## src/rtl/nebula_pkg.sv

```systemverilog
// nebula: shared core types.
//   word_t          32-bit machine word (addresses and instructions)
//   ILEN            instruction length in bits
//   RESET_PC_DEFAULT default first fetch address after reset
//   fetch_entry_t   {pc, instr} pair handed from fetch to decode
//   align_pc()      clears the byte-offset bits of a fetch address
package nebula;
  localparam int ILEN = 32;

  typedef logic [ILEN-1:0] word_t;

  localparam word_t RESET_PC_DEFAULT = 32'h0000_0000;

  typedef struct packed {
    word_t pc;
    word_t instr;
  } fetch_entry_t;

  function automatic word_t align_pc(input word_t pc);
    return {pc[ILEN-1:2], 2'b00};
  endfunction
endpackage

```

## src/rtl/fetch_if.sv

```systemverilog
// fetch_if: bundles the instruction-memory request/response channel, the
// redirect input and the decode-side instruction channel of the fetch stage.
//   master: the fetch stage (drives requests and the instruction stream)
//   slave : the environment (memory, redirect source and decode)
interface fetch_if;
  import nebula::*;

  logic  imem_req_valid_o;
  logic  imem_req_ready_i;
  word_t imem_req_addr_o;
  logic  imem_rsp_valid_i;
  word_t imem_rsp_data_i;
  logic  redirect_valid_i;
  word_t redirect_pc_i;
  logic  instr_valid_o;
  logic  instr_ready_i;
  word_t pc_o;
  word_t instr_o;

  modport master (
    output imem_req_valid_o, imem_req_addr_o, instr_valid_o, pc_o, instr_o,
    input  imem_req_ready_i, imem_rsp_valid_i, imem_rsp_data_i,
           redirect_valid_i, redirect_pc_i, instr_ready_i
  );

  modport slave (
    input  imem_req_valid_o, imem_req_addr_o, instr_valid_o, pc_o, instr_o,
    output imem_req_ready_i, imem_rsp_valid_i, imem_rsp_data_i,
           redirect_valid_i, redirect_pc_i, instr_ready_i
  );
endinterface

```

## src/rtl/sync_fifo.sv

```systemverilog
// sync_fifo: single-clock FIFO of DEPTH entries of type T.
//   clk_i, rst_n_i  clock, asynchronous active-low reset (pointers/count only)
//   flush           empties the FIFO; wins over a same-cycle push/pop
//   push, push_data write an entry (caller guarantees space)
//   pop             drop the head entry (caller guarantees non-empty)
//   head            current head entry (undefined while empty)
//   count           number of stored entries
module sync_fifo #(
  parameter type T     = logic [31:0],
  parameter int  DEPTH = 2,
  localparam int CNT_W = $clog2(DEPTH + 1)
) (
  input  logic             clk_i,
  input  logic             rst_n_i,
  input  logic             flush,
  input  logic             push,
  input  T                 push_data,
  input  logic             pop,
  output T                 head,
  output logic [CNT_W-1:0] count
);
  localparam int PTR_W = (DEPTH > 1) ? $clog2(DEPTH) : 1;

  T                 mem [DEPTH];
  logic [PTR_W-1:0] rd_ptr;
  logic [PTR_W-1:0] wr_ptr;

  function automatic logic [PTR_W-1:0] inc_ptr(input logic [PTR_W-1:0] p);
    if (p == PTR_W'(DEPTH - 1)) return '0;
    return p + 1'b1;
  endfunction

  always_ff @(posedge clk_i or negedge rst_n_i) begin
    if (!rst_n_i) begin
      rd_ptr <= '0;
      wr_ptr <= '0;
      count  <= '0;
    end else if (flush) begin
      rd_ptr <= '0;
      wr_ptr <= '0;
      count  <= '0;
    end else begin
      if (push) wr_ptr <= inc_ptr(wr_ptr);
      if (pop)  rd_ptr <= inc_ptr(rd_ptr);
      count <= count + CNT_W'(push) - CNT_W'(pop);
    end
  end

  // Storage is data only; it needs no reset because count gates its use.
  always_ff @(posedge clk_i) begin
    if (push && !flush) mem[wr_ptr] <= push_data;
  end

  assign head = mem[rd_ptr];

  a_no_overflow : assert property (@(posedge clk_i) disable iff (!rst_n_i)
    !(push && !pop && !flush && count == CNT_W'(DEPTH)));
  a_no_underflow : assert property (@(posedge clk_i) disable iff (!rst_n_i)
    !(pop && !flush && count == '0));
endmodule

```

## src/rtl/fetch.sv

```systemverilog
// fetch: instruction fetch stage feeding decode.
//   clk_i, rst_n_i  clock, asynchronous active-low reset
//   bus (master)    imem request/response channel, redirect input and the
//                   {pc, instr} valid/ready channel to decode
// Requests are issued from pc_q only while a buffer slot is reserved for the
// answer, so responses need no back-pressure. Addresses of outstanding
// requests sit in a tracking queue and are paired with the in-order
// responses. A redirect flushes the buffer and marks every outstanding
// response as stale so it is discarded on arrival.
module fetch
  import nebula::*;
#(
  parameter word_t RESET_PC        = RESET_PC_DEFAULT,
  parameter int    FIFO_DEPTH      = 2,
  parameter int    MAX_OUTSTANDING = 2
) (
  input logic     clk_i,
  input logic     rst_n_i,
  fetch_if.master bus
);
  localparam int BUF_CNT_W = $clog2(FIFO_DEPTH + 1);
  localparam int TRK_CNT_W = $clog2(MAX_OUTSTANDING + 1);
  localparam int SUM_W     = $clog2(FIFO_DEPTH + MAX_OUTSTANDING + 1) + 1;

  word_t                pc_q;
  logic [TRK_CNT_W-1:0] drop_q;
  logic [TRK_CNT_W-1:0] inflight;
  logic [BUF_CNT_W-1:0] buf_count;
  logic [TRK_CNT_W-1:0] inflight_next;
  logic [TRK_CNT_W-1:0] drop_next;
  logic [SUM_W-1:0]     credit_used;
  word_t                trk_head;
  fetch_entry_t         buf_head;
  fetch_entry_t         buf_in;
  logic                 req_valid;
  logic                 req_fire;
  logic                 rsp;
  logic                 drop_rsp;
  logic                 buf_pop;
  logic                 out_valid;

  // Each outstanding request holds a buffer slot until its response lands.
  assign credit_used = SUM_W'(inflight) + SUM_W'(buf_count);
  assign req_valid   = rst_n_i && !bus.redirect_valid_i
                     && (credit_used < SUM_W'(FIFO_DEPTH))
                     && (inflight < TRK_CNT_W'(MAX_OUTSTANDING));
  assign req_fire    = req_valid && bus.imem_req_ready_i;

  assign rsp         = bus.imem_rsp_valid_i;
  assign drop_rsp    = rsp && (drop_q != '0);
  assign drop_next   = drop_q - TRK_CNT_W'(drop_rsp);
  assign inflight_next = inflight + TRK_CNT_W'(req_fire) - TRK_CNT_W'(rsp);

  assign out_valid   = (buf_count != '0);
  assign buf_pop     = out_valid && bus.instr_ready_i;
  assign buf_in      = '{pc: trk_head, instr: bus.imem_rsp_data_i};

  sync_fifo #(.T(word_t), .DEPTH(MAX_OUTSTANDING)) u_track (
    .clk_i     (clk_i),
    .rst_n_i   (rst_n_i),
    .flush     (1'b0),
    .push      (req_fire),
    .push_data (pc_q),
    .pop       (rsp),
    .head      (trk_head),
    .count     (inflight)
  );

  // A response arriving in a redirect cycle is stale; the flush discards it.
  sync_fifo #(.T(fetch_entry_t), .DEPTH(FIFO_DEPTH)) u_buf (
    .clk_i     (clk_i),
    .rst_n_i   (rst_n_i),
    .flush     (bus.redirect_valid_i),
    .push      (rsp && !drop_rsp),
    .push_data (buf_in),
    .pop       (buf_pop),
    .head      (buf_head),
    .count     (buf_count)
  );

  // On redirect every response still outstanding after this cycle is stale:
  // the ones already marked (drop_next) plus the live ones
  // (inflight_next - drop_next), i.e. exactly inflight_next. Counting the
  // marked ones twice would swallow responses of the new stream.
  always_ff @(posedge clk_i or negedge rst_n_i) begin
    if (!rst_n_i) begin
      pc_q   <= RESET_PC;
      drop_q <= '0;
    end else if (bus.redirect_valid_i) begin
      pc_q   <= align_pc(bus.redirect_pc_i);
      drop_q <= inflight_next;
    end else begin
      if (req_fire) pc_q <= pc_q + 32'd4;
      drop_q <= drop_next;
    end
  end

  assign bus.imem_req_valid_o = req_valid;
  assign bus.imem_req_addr_o  = pc_q;
  assign bus.instr_valid_o    = out_valid;
  // Outputs read zero while the buffer is empty (including during reset).
  assign bus.pc_o             = out_valid ? buf_head.pc    : '0;
  assign bus.instr_o          = out_valid ? buf_head.instr : '0;

  a_rsp_has_request : assert property (@(posedge clk_i) disable iff (!rst_n_i)
    !(rsp && inflight == '0));
endmodule

```

## src/flat_wrapper.sv

```systemverilog
// flat-port wrapper written by rule: the top's interface ports become plain ports
module fetch_flat import nebula::*;
#(
  parameter word_t RESET_PC        = RESET_PC_DEFAULT,
  parameter int    FIFO_DEPTH      = 2,
  parameter int    MAX_OUTSTANDING = 2
)
  (clk_i, rst_n_i, bus_imem_req_valid_o, bus_imem_req_addr_o, bus_instr_valid_o, bus_pc_o, bus_instr_o, bus_imem_req_ready_i, bus_imem_rsp_valid_i, bus_imem_rsp_data_i, bus_redirect_valid_i, bus_redirect_pc_i, bus_instr_ready_i);
  fetch_if bus_i ();
  input logic clk_i;
  input logic rst_n_i;
  output wire logic [$bits(bus_i.imem_req_valid_o)-1:0] bus_imem_req_valid_o;
  output wire logic [$bits(bus_i.imem_req_addr_o)-1:0] bus_imem_req_addr_o;
  output wire logic [$bits(bus_i.instr_valid_o)-1:0] bus_instr_valid_o;
  output wire logic [$bits(bus_i.pc_o)-1:0] bus_pc_o;
  output wire logic [$bits(bus_i.instr_o)-1:0] bus_instr_o;
  input wire logic [$bits(bus_i.imem_req_ready_i)-1:0] bus_imem_req_ready_i;
  input wire logic [$bits(bus_i.imem_rsp_valid_i)-1:0] bus_imem_rsp_valid_i;
  input wire logic [$bits(bus_i.imem_rsp_data_i)-1:0] bus_imem_rsp_data_i;
  input wire logic [$bits(bus_i.redirect_valid_i)-1:0] bus_redirect_valid_i;
  input wire logic [$bits(bus_i.redirect_pc_i)-1:0] bus_redirect_pc_i;
  input wire logic [$bits(bus_i.instr_ready_i)-1:0] bus_instr_ready_i;
  assign bus_imem_req_valid_o = bus_i.imem_req_valid_o;
  assign bus_imem_req_addr_o = bus_i.imem_req_addr_o;
  assign bus_instr_valid_o = bus_i.instr_valid_o;
  assign bus_pc_o = bus_i.pc_o;
  assign bus_instr_o = bus_i.instr_o;
  assign bus_i.imem_req_ready_i = bus_imem_req_ready_i;
  assign bus_i.imem_rsp_valid_i = bus_imem_rsp_valid_i;
  assign bus_i.imem_rsp_data_i = bus_imem_rsp_data_i;
  assign bus_i.redirect_valid_i = bus_redirect_valid_i;
  assign bus_i.redirect_pc_i = bus_redirect_pc_i;
  assign bus_i.instr_ready_i = bus_instr_ready_i;
  fetch #(.RESET_PC(RESET_PC), .FIFO_DEPTH(FIFO_DEPTH), .MAX_OUTSTANDING(MAX_OUTSTANDING)) u_core (.clk_i(clk_i), .rst_n_i(rst_n_i), .bus(bus_i));
endmodule
```

## config.mk

```make
export PLATFORM = sky130hd
export DESIGN_NAME = fetch_flat
export DESIGN_NICKNAME = d
export VERILOG_FILES = /design/src/rtl/nebula_pkg.sv /design/src/rtl/fetch_if.sv /design/src/rtl/sync_fifo.sv /design/src/rtl/fetch.sv /design/src/flat_wrapper.sv
export SDC_FILE = /design/constraint.sdc
export NUM_CORES = 1
export LEC_CHECK = 0
export ABC_CLOCK_PERIOD_IN_PS = 7800
export BUFFER_PORTS_ARGS = -buffer_cell sky130_fd_sc_hd__buf_2
export CAP_MARGIN = 30
export CORE_UTILIZATION = 40
export CTS_CLUSTER_SIZE = 28
export DETAILED_ROUTE_END_ITERATION = 8
export RECOVER_POWER = 50
export SYNTH_ARGS = -nofsm -noshare
export SYNTH_HDL_FRONTEND = slang
export SYNTH_HIERARCHICAL = 1
export SYNTH_SLANG_ARGS = --single-unit
```

## constraint.sdc

```tcl
create_clock -name clk_i -period 7.8 [get_ports clk_i]
set_input_delay 1.17 -clock clk_i [delete_from_list [all_inputs] [get_ports clk_i]]
set_output_delay 1.17 -clock clk_i [all_outputs]
set_load 0.1 [all_outputs]
```

==> impl_results.md, run 1 <==
* Number of synthesized flops with an enable pin at approximately 190
* Die ar. at 26000 um2
* Family with the most delay on the worst path: buffers and inverters
* Core Region at 24600 um2
* Maximum vdd drop at 0.294 mV
* Number of I/O pins at around 170
* Nets@finish at 901
* Cts hold-fix bufs at 0
* Clock-pin transition on the worst setup and hold timing paths at ~0.06 ns
* CP peak stage delay at around 1.5 ns
* Final setup fails at 0
* Max_slew headroom at -88.6%
* CTS sink cnt at 232
* DRC viols at 0
* DRT Pass-1 Iters at 5
* WL/cell at 17.5 um
* Tmin final at around 4.8 ns
* Most common cell after layout, fill and taps aside: edfxtp_1
* PostCTS Resize Cnt at 0
* P_leak at about 0.0046 uW
* Synth-to-Final Area Change at 17.3%
* Global-route wire length before repair at between 30 and 40 mm
* Most frequent cells in the layout: 192 x edfxtp_1, 137 x buf_2, 69 x and2_1
* Register area share after synthesis at 66.7%
* Worst-path fanout max at 57
* CP max-delay cell: clkbuf_1
* Final WL at 20.3 mm
* Clk_skew at just over 0.008 ns
* Unrepaired setup endpoints after global routing: false
* Mean Syn Cell Area at 15.8 um2
* Pin count of the biggest net entering global routing at 58
* CTS tree: yes
* FILL cells at ~2200
* Clock buffer count from CTS at 25
* Final hold vios at 0
* WP data required at approximately 6.6 ns
* Later-pin clock latency in the skew report at 0.51 ns
* Vias at roughly 5700
* Global route overflow at 0
* Row count at 57
* Vias per inst at 4.92
* CTS Buffer Depth at 3
* Worst path bufs/invs at 2
* Ant. Diodes at 0
* Main synth FF type: edfxtp_1
* Post-Syn Area at 10100 um2
* Actual slew at the worst max-slew pin at roughly 2.8 ns
* Placer Congestion at approximately 0.75
* Fin Setup TNS at 0 ns
* Util after Layout at 48.4%
* CP Cell Sequence: or2_0 -> clkbuf_1 -> and2_1 -> buf_2
* Outcome: finished, violations left
* Min-Delay Path Class: register to register
* Power density over cell area at ~390 nW/um2
* Yosys warns at 6
* Die height at about 160 um
* Distinct cells, synth at 50
* Port-buffer cells at 163
* Failing checks: max-capacitance violations, max-slew violations
* Worst Path Arrival at 3.62 ns
* Cells after Synth at 643
* Vias in the first global route at 5522
* Maxcap violations at 2
* CP Launch Type: register
* Worst Setup Path Type: register to primary output
* Layout cells sized above 1 at approximately 31%
* DP HPWL at 12.9 mm
* DRT iter0 DRCs at slightly above 300
* Initial core utilization at 41.2%
* Post-CTS Setup Inserts at 0
* H-tree level count at 1
* Initial antenna violation count at 0
* Fin. max-slew vios at 105
* Fmax at 209 MHz
* Die X at around 160 um
* Number of routed nets with antenna violations at 0
* CTS root buf: clkbuf_16
* CP Capture Type: primary output
* Ys async rst share at roughly 17%
* Yosys reg bits at 232
* GRT Util Overall at between 10% and 20%
* Final cycle utilization of the critical path at between 60 and 70%
sequential cells by signal, indices dropped and copies added, names as in the netlist:
signal and count:
u_core/u_buf/wr_ptr 1, u_core/drop_q 2, u_core/u_track/rd_ptr 1, u_core/u_buf/count 2, u_core/u_track/wr_ptr 1, u_core/u_buf/rd_ptr 1
u_core/bus.imem_req_addr_o 30, u_core/u_track/mem 64, u_core/u_buf/mem 128, u_core/u_track/count 2
stage by stage:
step                setup WS (ns)  instance area [um2]  std cells  hold slack [ns]  total power (uW)
floorplan                   0.954                10200        654            0.517              3300
CTS                          3.74                12100       1163            0.556              4780
detailed placement           3.30                11300       1119            0.542              3620
global placement             3.40                11300       1117            0.536              3590
finish                       3.01                11900       1163            0.551              4670
global route                 2.46                11900       1163            0.578              4860
path summary, 6_finish.rpt:
| check | from | to | slack [ns] | depth (start not counted) |
|---|---|---|---|---|
| min | u_core/u_track/mem[0][6] | u_core/u_buf/mem[1][38] | 0.55 | 1 |
| max in group asynchronous | rst_n_i | u_core/u_buf/rd_ptr | 6.62 | 2 |
| max | u_core/u_buf/count[1] | bus_pc_o[28] | 3.01 | 4 |
| min in group asynchronous | rst_n_i | u_core/bus.imem_req_addr_o[17] | 0.73 | 2 |
| max reg2reg | u_core/u_track/count[0] | u_core/u_track/mem[0][26] | 4.03 | 7 |
| min reg2reg | u_core/u_track/mem[0][6] | u_core/u_buf/mem[1][38] | 0.55 | 1 |
cells by family (layout without fill, tap and decap cells):
group           count (synthesis)  count (layout)  synth area share [%]
other cells                     1              12                0.0370
buf+inv                        43             228                  2.70
flops                         232             232                  66.7
simple gates                  195             195                  10.7
xor+xnor                       13              13                  1.39
mux                            98              98                  13.8
fa+ha+maj                       9               9                  1.18
compound gates                 52              52                  3.48
synth_stat cells, types with 2 or more instances:
cell | number | area [um2]
edfxtp_1 | 192 | 5770
mux2_4 | 79 | 1190
and2_1 | 70 | 438
dfrtp_1 | 40 | 1000
nand2_1 | 37 | 139
nand3_1 | 25 | 125
nor2_1 | 23 | 86.3
mux2_2 | 17 | 191
o21ai_0 | 14 | 70.1
clkbuf_1 | 13 | 48.8
o211ai_1 | 13 | 97.6
inv_1 | 10 | 37.5
nand4_1 | 10 | 62.6
ha_1 | 8 | 100
xnor2_1 | 8 | 70.1
buf_6 | 7 | 78.8
o311ai_0 | 7 | 61.3
a21oi_1 | 6 | 30.0
buf_1 | 4 | 15.0
nor3_1 | 4 | 20.0
or3_1 | 4 | 25.0
or4_1 | 4 | 30.0
a31oi_1 | 3 | 18.8
and3_1 | 3 | 18.8
buf_12 | 3 | 60.1
buf_2 | 3 | 15.0
nor3b_1 | 3 | 22.5
xor2_1 | 3 | 26.3
a22oi_1 | 2 | 15.0
a32oi_1 | 2 | 17.5
and3b_1 | 2 | 17.5
buf_4 | 2 | 15.0
mux2i_1 | 2 | 20.0
nand3_2 | 2 | 20.0
nor2b_1 | 2 | 12.5
xnor3_1 | 2 | 45.0
cell type report:
type / instances / area, um2 / share of cell area (%)
clock inverter: 10 / 97.6 / 0.820
timing repair buffer: 173 / 843 / 7.09
sequential: 232 / 6770 / 56.9
inverter: 11 / 41.3 / 0.347
multi-input combinational: 379 / 3040 / 25.6
clock buffer: 34 / 699 / 5.88
tap: 324 / 405 / 3.41
power breakdown:
| part | internal [uW] | switching (uW) |
|---|---|---|
| registers | 1440 | 79.8 |
| clock network | 689 | 452 |
| logic | 400 | 1620 |
layer usage:
metal,track usage [%],vias to the layer above,share of wire [%]
met5,0,-,0
met4,3.73,0,1.4
met3,2.88,29,6.7
met2,26.8,187,48
met1,20.4,2763,43
li1,-,2745,-
No activity file was read; power rests on OpenSTA's default activity.
==> run 2, diff against run 1 <==
Settings changed: ABC_CLOCK_PERIOD_IN_PS 7800 to 4850.
Clock period 7.8 ns to 4.85 ns, I/O delays scaled along.
==> run 2 against run 1 <==
The run still ends with max-capacitance violations, max-slew violations left. Sequential share of layout area decreased by 0.30 points. Worst hold slack got worse by 0.14 ns. Non-clock buffer count increased by 1. Critical path type is now register to register.
==> impl_results.md, run 2 (synthesis gave the netlist of run 1 again) <==
* Power density over cell area at 640 nW/um2
* CP peak stage delay at 2.00 ns
* Number of I/O pins at about 170
* Max reg flops at 128
* Failing checks: max-capacitance violations, max-slew violations
* Post-CTS Setup Inserts at 0
* Vias per inst at 4.96
* Die ar. at 26000 um2
* Final Non-Filler Cells at approximately 1200
* Fin. max-slew vios at 13
* Actual slew at the worst max-slew pin at 2.54 ns
* GRT Util Overall at 15.8%
* WP data required at 5.02 ns
* Worst Setup Path Type: register to register
* CP Capture Type: register
* Final setup fails at 0
* Vias at 5776
* Cells after DPL at 1120
* Initial core utilization at 41.2%
* Global route overflow at 0
* Die height at approximately 160 um
* Clock buffer count from CTS at 25
* Tmin final at 3.66 ns
* Pin count of the biggest net entering global routing at 56
* Nets@finish at 902
* Worst-path fanout max at 52
* Synth-to-Final Area Change at 17.9%
* Later-pin clock latency in the skew report at about 0.5 ns
* Row count at 57
* CP max-delay cell: nor3b_1
* Vias in the first global route at 5742
* CTS Buffer Depth at 3
* Max_slew headroom at -69.7%
* Final hold vios at 0
* Min-Delay Path Class: primary input to asynchronous set/reset pin
* CTS tree: yes
* Placer Congestion at 0.769
* Clk_skew at 0.00565 ns
* P_leak at around 0.0045 uW
* Initial antenna violation count at 0
* DRT Pass-1 Iters at 5
* Global-route wire length before repair at 31.6 mm
* Util after Layout at approximately half
* Clock-pin transition on the worst setup and hold timing paths at ~0.060 ns
* Cts hold-fix bufs at 0
* Worst Path Arrival at 3.83 ns
* CP Launch Type: register
* FILL cells at between 2000 and 2500
* Most used cell along the critical path: nor3b_1
* Worst slack at placement at 1.48 ns
* Die X at 161 um
* Fin Setup TNS at 0 ns
* Final WL at 20.8 mm
* DP HPWL at 13.1 mm
* Fmax at 273 MHz
* Maximum vdd drop at around 0.41 mV
* Final cycle utilization of the critical path at 75.5%
* PostCTS Resize Cnt at 0
* Outcome: finished, violations left
* Top reg by flops: u_core/u_buf/mem
* Layout cells sized above 1 at roughly 28%
* Final worst-path setup slack at 1.19 ns
* Port-buffer cells at approximately 160
* CTS sink cnt at 232
* Maxcap violations at 1
* Core Region at 24600 um2
* Number of routed nets with antenna violations at 0
* WL/cell at 17.8 um
* Most common cell after layout, fill and taps aside: edfxtp_1
* H-tree level count at 1
* DRT iter0 DRCs at 281
* CP Cell Sequence: nor3b_1 -> nor3b_1 -> buf_12
* Most frequent cells in the layout: 192 x edfxtp_1, 111 x buf_2, 69 x and2_1
* DRC viols at 0
* Ant. Diodes at 0
* Unrepaired setup endpoints after global routing: false
* CTS root buf: clkbuf_16
run 2: cell count changes in the layout (fill, tap and decap cells not counted):
cell        before  now
and3b_4          0    1
clkbuf_1        35   61
and3b_1          1    0
bufinv_16        2    5
clkbuf_8         4    1
clkinv_2         6    2
buf_12           0    2
buf_2          137  111
clkinvlp_4       0    1
buf_4            6    8
run 2: final timing paths:
path / startpoint / endpoint / slack [ns] / depth (start not counted)
setup reg to reg: u_core/drop_q[1] / u_core/u_buf/mem[0][43] / 1.19 / 3
min in group clk_i: bus_imem_rsp_data_i[2] / u_core/u_buf/mem[1][2] / 0.41 / 1
max in group asynchronous: rst_n_i / u_core/u_buf/rd_ptr / 4.00 / 2
hold reg to reg: u_core/bus.imem_req_addr_o[27] / u_core/u_track/mem[1][27] / 0.54 / 0
setup / recovery: u_core/drop_q[1] / u_core/u_buf/mem[0][43] / 1.19 / 3
hold / removal: rst_n_i / u_core/bus.imem_req_addr_o[16] / 0.41 / 2
run 2: area by class of cell:
class	count	area [um2]	area share (%)
flip-flops and latches	232	6770	56.6
well taps	324	405	3.39
inverters	11	41.3	0.345
clock inverters	10	175	1.46
multi-input cells	379	3050	25.5
repair buffers	174	855	7.14
clock buffers	34	669	5.60
run 2: report_power, final:
part           leakage (uW)  internal [uW]  switching, uW
registers           0.00223           2310            144
clock network      0.000406           1230            718
logic               0.00192            657           2600
total               0.00455           4190           3470
run 2: stage by stage:
step | total power, uW | hold slack (ns) | cell area, um2
3_5_place_dp | 5830 | 0.523 | 11300
5_1_grt | 7950 | 0.384 | 12000
6_report | 7660 | 0.410 | 12000
3_3_place_gp | 5780 | 0.516 | 11300
4_1_cts | 7800 | 0.353 | 12200
2_1_floorplan | 5300 | 0.432 | 10200
run 2: worst max-delay path: cells and delay by family (launching register included):
family | cells | cell delay [ns]
simple gates | 2 | 2.50
flops | 1 | 0.41
buf+inv | 1 | 0.38
run 2: routing by layer:
layer / part of all wire [%] / global-route usage, %
met1: 44 / 20.5
met2: 49 / 27.1
met3: 5.9 / 3.06
met4: 1.5 / 4.20
met5: 0 / 0
==> run 3, diff against run 2 <==
Settings changed: ABC_CLOCK_PERIOD_IN_PS 4850 to 3400.
Clock period 4.85 ns to 3.4 ns, I/O delays scaled along.
==> run 3 against run 2 <==
The flow still finishes with violations (max-capacitance violations, max-slew violations). Setup slack worse by 0.83 ns. Total power up 42%. Final area up 0.73%. Global-route usage down 0.25 points. Critical endpoint is now bus_imem_req_valid_o. Highest routed layer is now met5.
==> impl_results.md, run 3 (synthesis gave the netlist of run 1 again) <==
* Outcome: finished, violations left
* Failing checks: max-capacitance violations, max-slew violations
* Layout cells sized above 1 at 32.0%
* Fmax at about 330 MHz
* Fin. max-slew vios at 90
* Reg-to-Reg End: u_core/u_buf/mem[0][25]
* CP Launch Type: register
* Most frequent cells in the layout: 192 x edfxtp_1, 141 x buf_2, 70 x and2_1
* Max reg flops at 128
* DP HPWL at 13.2 mm
* Util after Layout at around 49%
* DRT iter0 DRCs at just under 400
* Most common cell after layout, fill and taps aside: edfxtp_1
* Unrepaired setup endpoints after global routing: false
* M2 GR Usage at 25.8%
* Global route overflow at 0
* H-tree level count at 1
* Worst path bufs/invs at 1
* Reg2Reg Setup Slack at 0.56 ns
* CP peak stage delay at 0.46 ns
* R2R cell count at 4
* Hold path depth at 1
* DRT Pass-1 Iters at 4
* WL/cell at 17.5 um
* Post-CTS Setup Inserts at 0
* FILL cells at 2174
* Die X at 161 um
* FF-to-FF Start: u_core/drop_q[1]
* Most Used Layer, Global Route: met2
* Final cycle utilization of the critical path at 89.3%
* WP data required at approximately 2.9 ns
* PostCTS Resize Cnt at 0
* Initial core utilization at between 40% and 50%
* CP Cell Sequence: and2_1 -> fa_1 -> nor4_2 -> and2_1 -> buf_2
* Design area at roughly 12000 um2
* Nets@finish at 909
* Worst-path fanout max at 3
* CP Capture Type: primary output
* CP max-delay cell: fa_1
* Row count at 57
* Total power at 10800 uW
* Port-buffer cells at 163
* Placed Area at 11400 um2
* Most used cell along the critical path: and2_1
* CTS Buffer Depth at 3
* CTS tree: yes
* Final hold vios at 0
* Cells after DPL at 1126
* Max_slew headroom at -23.3%
* Die ar. at between 20000 and 30000 um2
* GR Layer Usage met3 at around 3.4%
* Placer Congestion at 0.792
* GRT Util Overall at 15.6%
* CTS root buf: clkbuf_16
* P_leak at 0.00468 uW
* Maximum vdd drop at between 0.6 and 0.7 mV
* Vias at 5838
* Clock buffer count from CTS at 25
* Min-Delay Path Class: primary input to register
* Sequential Area at 6770 um2
* Core Region at around 25000 um2
* Pin count of the biggest net entering global routing at 65
* Worst Path Arrival at 2.53 ns
* Maxcap violations at 2
* CTS sink cnt at 232
* Initial antenna violation count at 1
* Synth-to-Final Area Change at 18.8%
* Final Non-Filler Cells at 1172
* Die height at roughly 160 um
* Global-route wire length before repair at 31.1 mm
* Later-pin clock latency in the skew report at between 0.5 and 0.6 ns
* Final WL at 20.6 mm
* Hold worst-path end: u_core/u_buf/mem[0][4]
* Multi-input gate area at 3050 um2
* Number of routed nets with antenna violations at 0
* Actual slew at the worst max-slew pin at 1.85 ns
* Power density over cell area at 899 nW/um2
* Final setup fails at 0
* DRC viols at 0
* Vias per inst at 4.98
* Vias in the first global route at 5595
* Tmin final at 3.04 ns
* Number of I/O pins at 168
* Family with the most delay on the worst path: simple AND/OR/NAND/NOR gates
* Clk_skew at 0.0133 ns
* Fin Setup TNS at 0 ns
* Top reg by flops: u_core/u_buf/mem
* Clock-pin transition on the worst setup and hold timing paths at 0.07 ns
* Worst Setup Path Type: register to primary output
* Ant. Diodes at 0
* Hold Startpoint: bus_imem_rsp_data_i[4]
* GRT met1 Usage at approximately a fifth
-- run 3: repair_timing --
action                                 4_1_cts  5_1_grt
hold buffers                                 1        0
endpoints found under the hold margin        6        0
setup endpoints to repair                    0        0
-- run 3: layer usage --
| layer | wire length, um | vias to the layer above | part of all wire [%] |
|---|---|---|---|
| met5 | 13 | - | 0.063 |
| met2 | 9910 | 185 | 48 |
| met3 | 1370 | 25 | 6.7 |
| met1 | 9010 | 2861 | 44 |
| met4 | 251 | 2 | 1.2 |
| li1 | - | 2765 | - |
-- run 3: area by class of cell --
type / count / share of cell area, %
well taps: 324 / 3.36
clock inverters: 17 / 1.40
clock buffers: 28 / 5.29
multi-input cells: 379 / 25.3
flip-flops and latches: 232 / 56.2
repair buffers: 181 / 8.12
inverters: 11 / 0.343
-- run 3: how the worst max path moves through the flow --
stage / cells past startpoint / from / endpoint / slack (ns)
floorplan: 7 / u_core/u_track/count[0] / u_core/u_track/mem[0][0] / 0.34
global placement: 8 / u_core/u_track/count[0] / u_core/bus.imem_req_addr_o[20] / 0.76
detailed placement: 8 / u_core/u_track/count[0] / u_core/bus.imem_req_addr_o[20] / 0.73
CTS: 5 / u_core/u_track/count[0] / bus_imem_req_valid_o / 0.30
global route: 5 / u_core/u_track/count[0] / bus_imem_req_valid_o / 0.23
finish: 5 / u_core/u_track/count[0] / bus_imem_req_valid_o / 0.36
-- run 3: per-stage QoR --
| stage | setup WS (ns) | hold WS [ns] |
|---|---|---|
| after global placement | 0.761 | 0.376 |
| final | 0.362 | 0.192 |
| after detailed placement | 0.731 | 0.381 |
| after global routing | 0.227 | 0.166 |
| after floorplan | 0.343 | 0.214 |
| after CTS | 0.297 | 0.169 |
-- run 3: power by group --
part           leakage (uW)  internal, uW  switching (uW)
Combinational       0.00205           974            3740
Clock              0.000397          1580            1060
Sequential          0.00223          3290             185
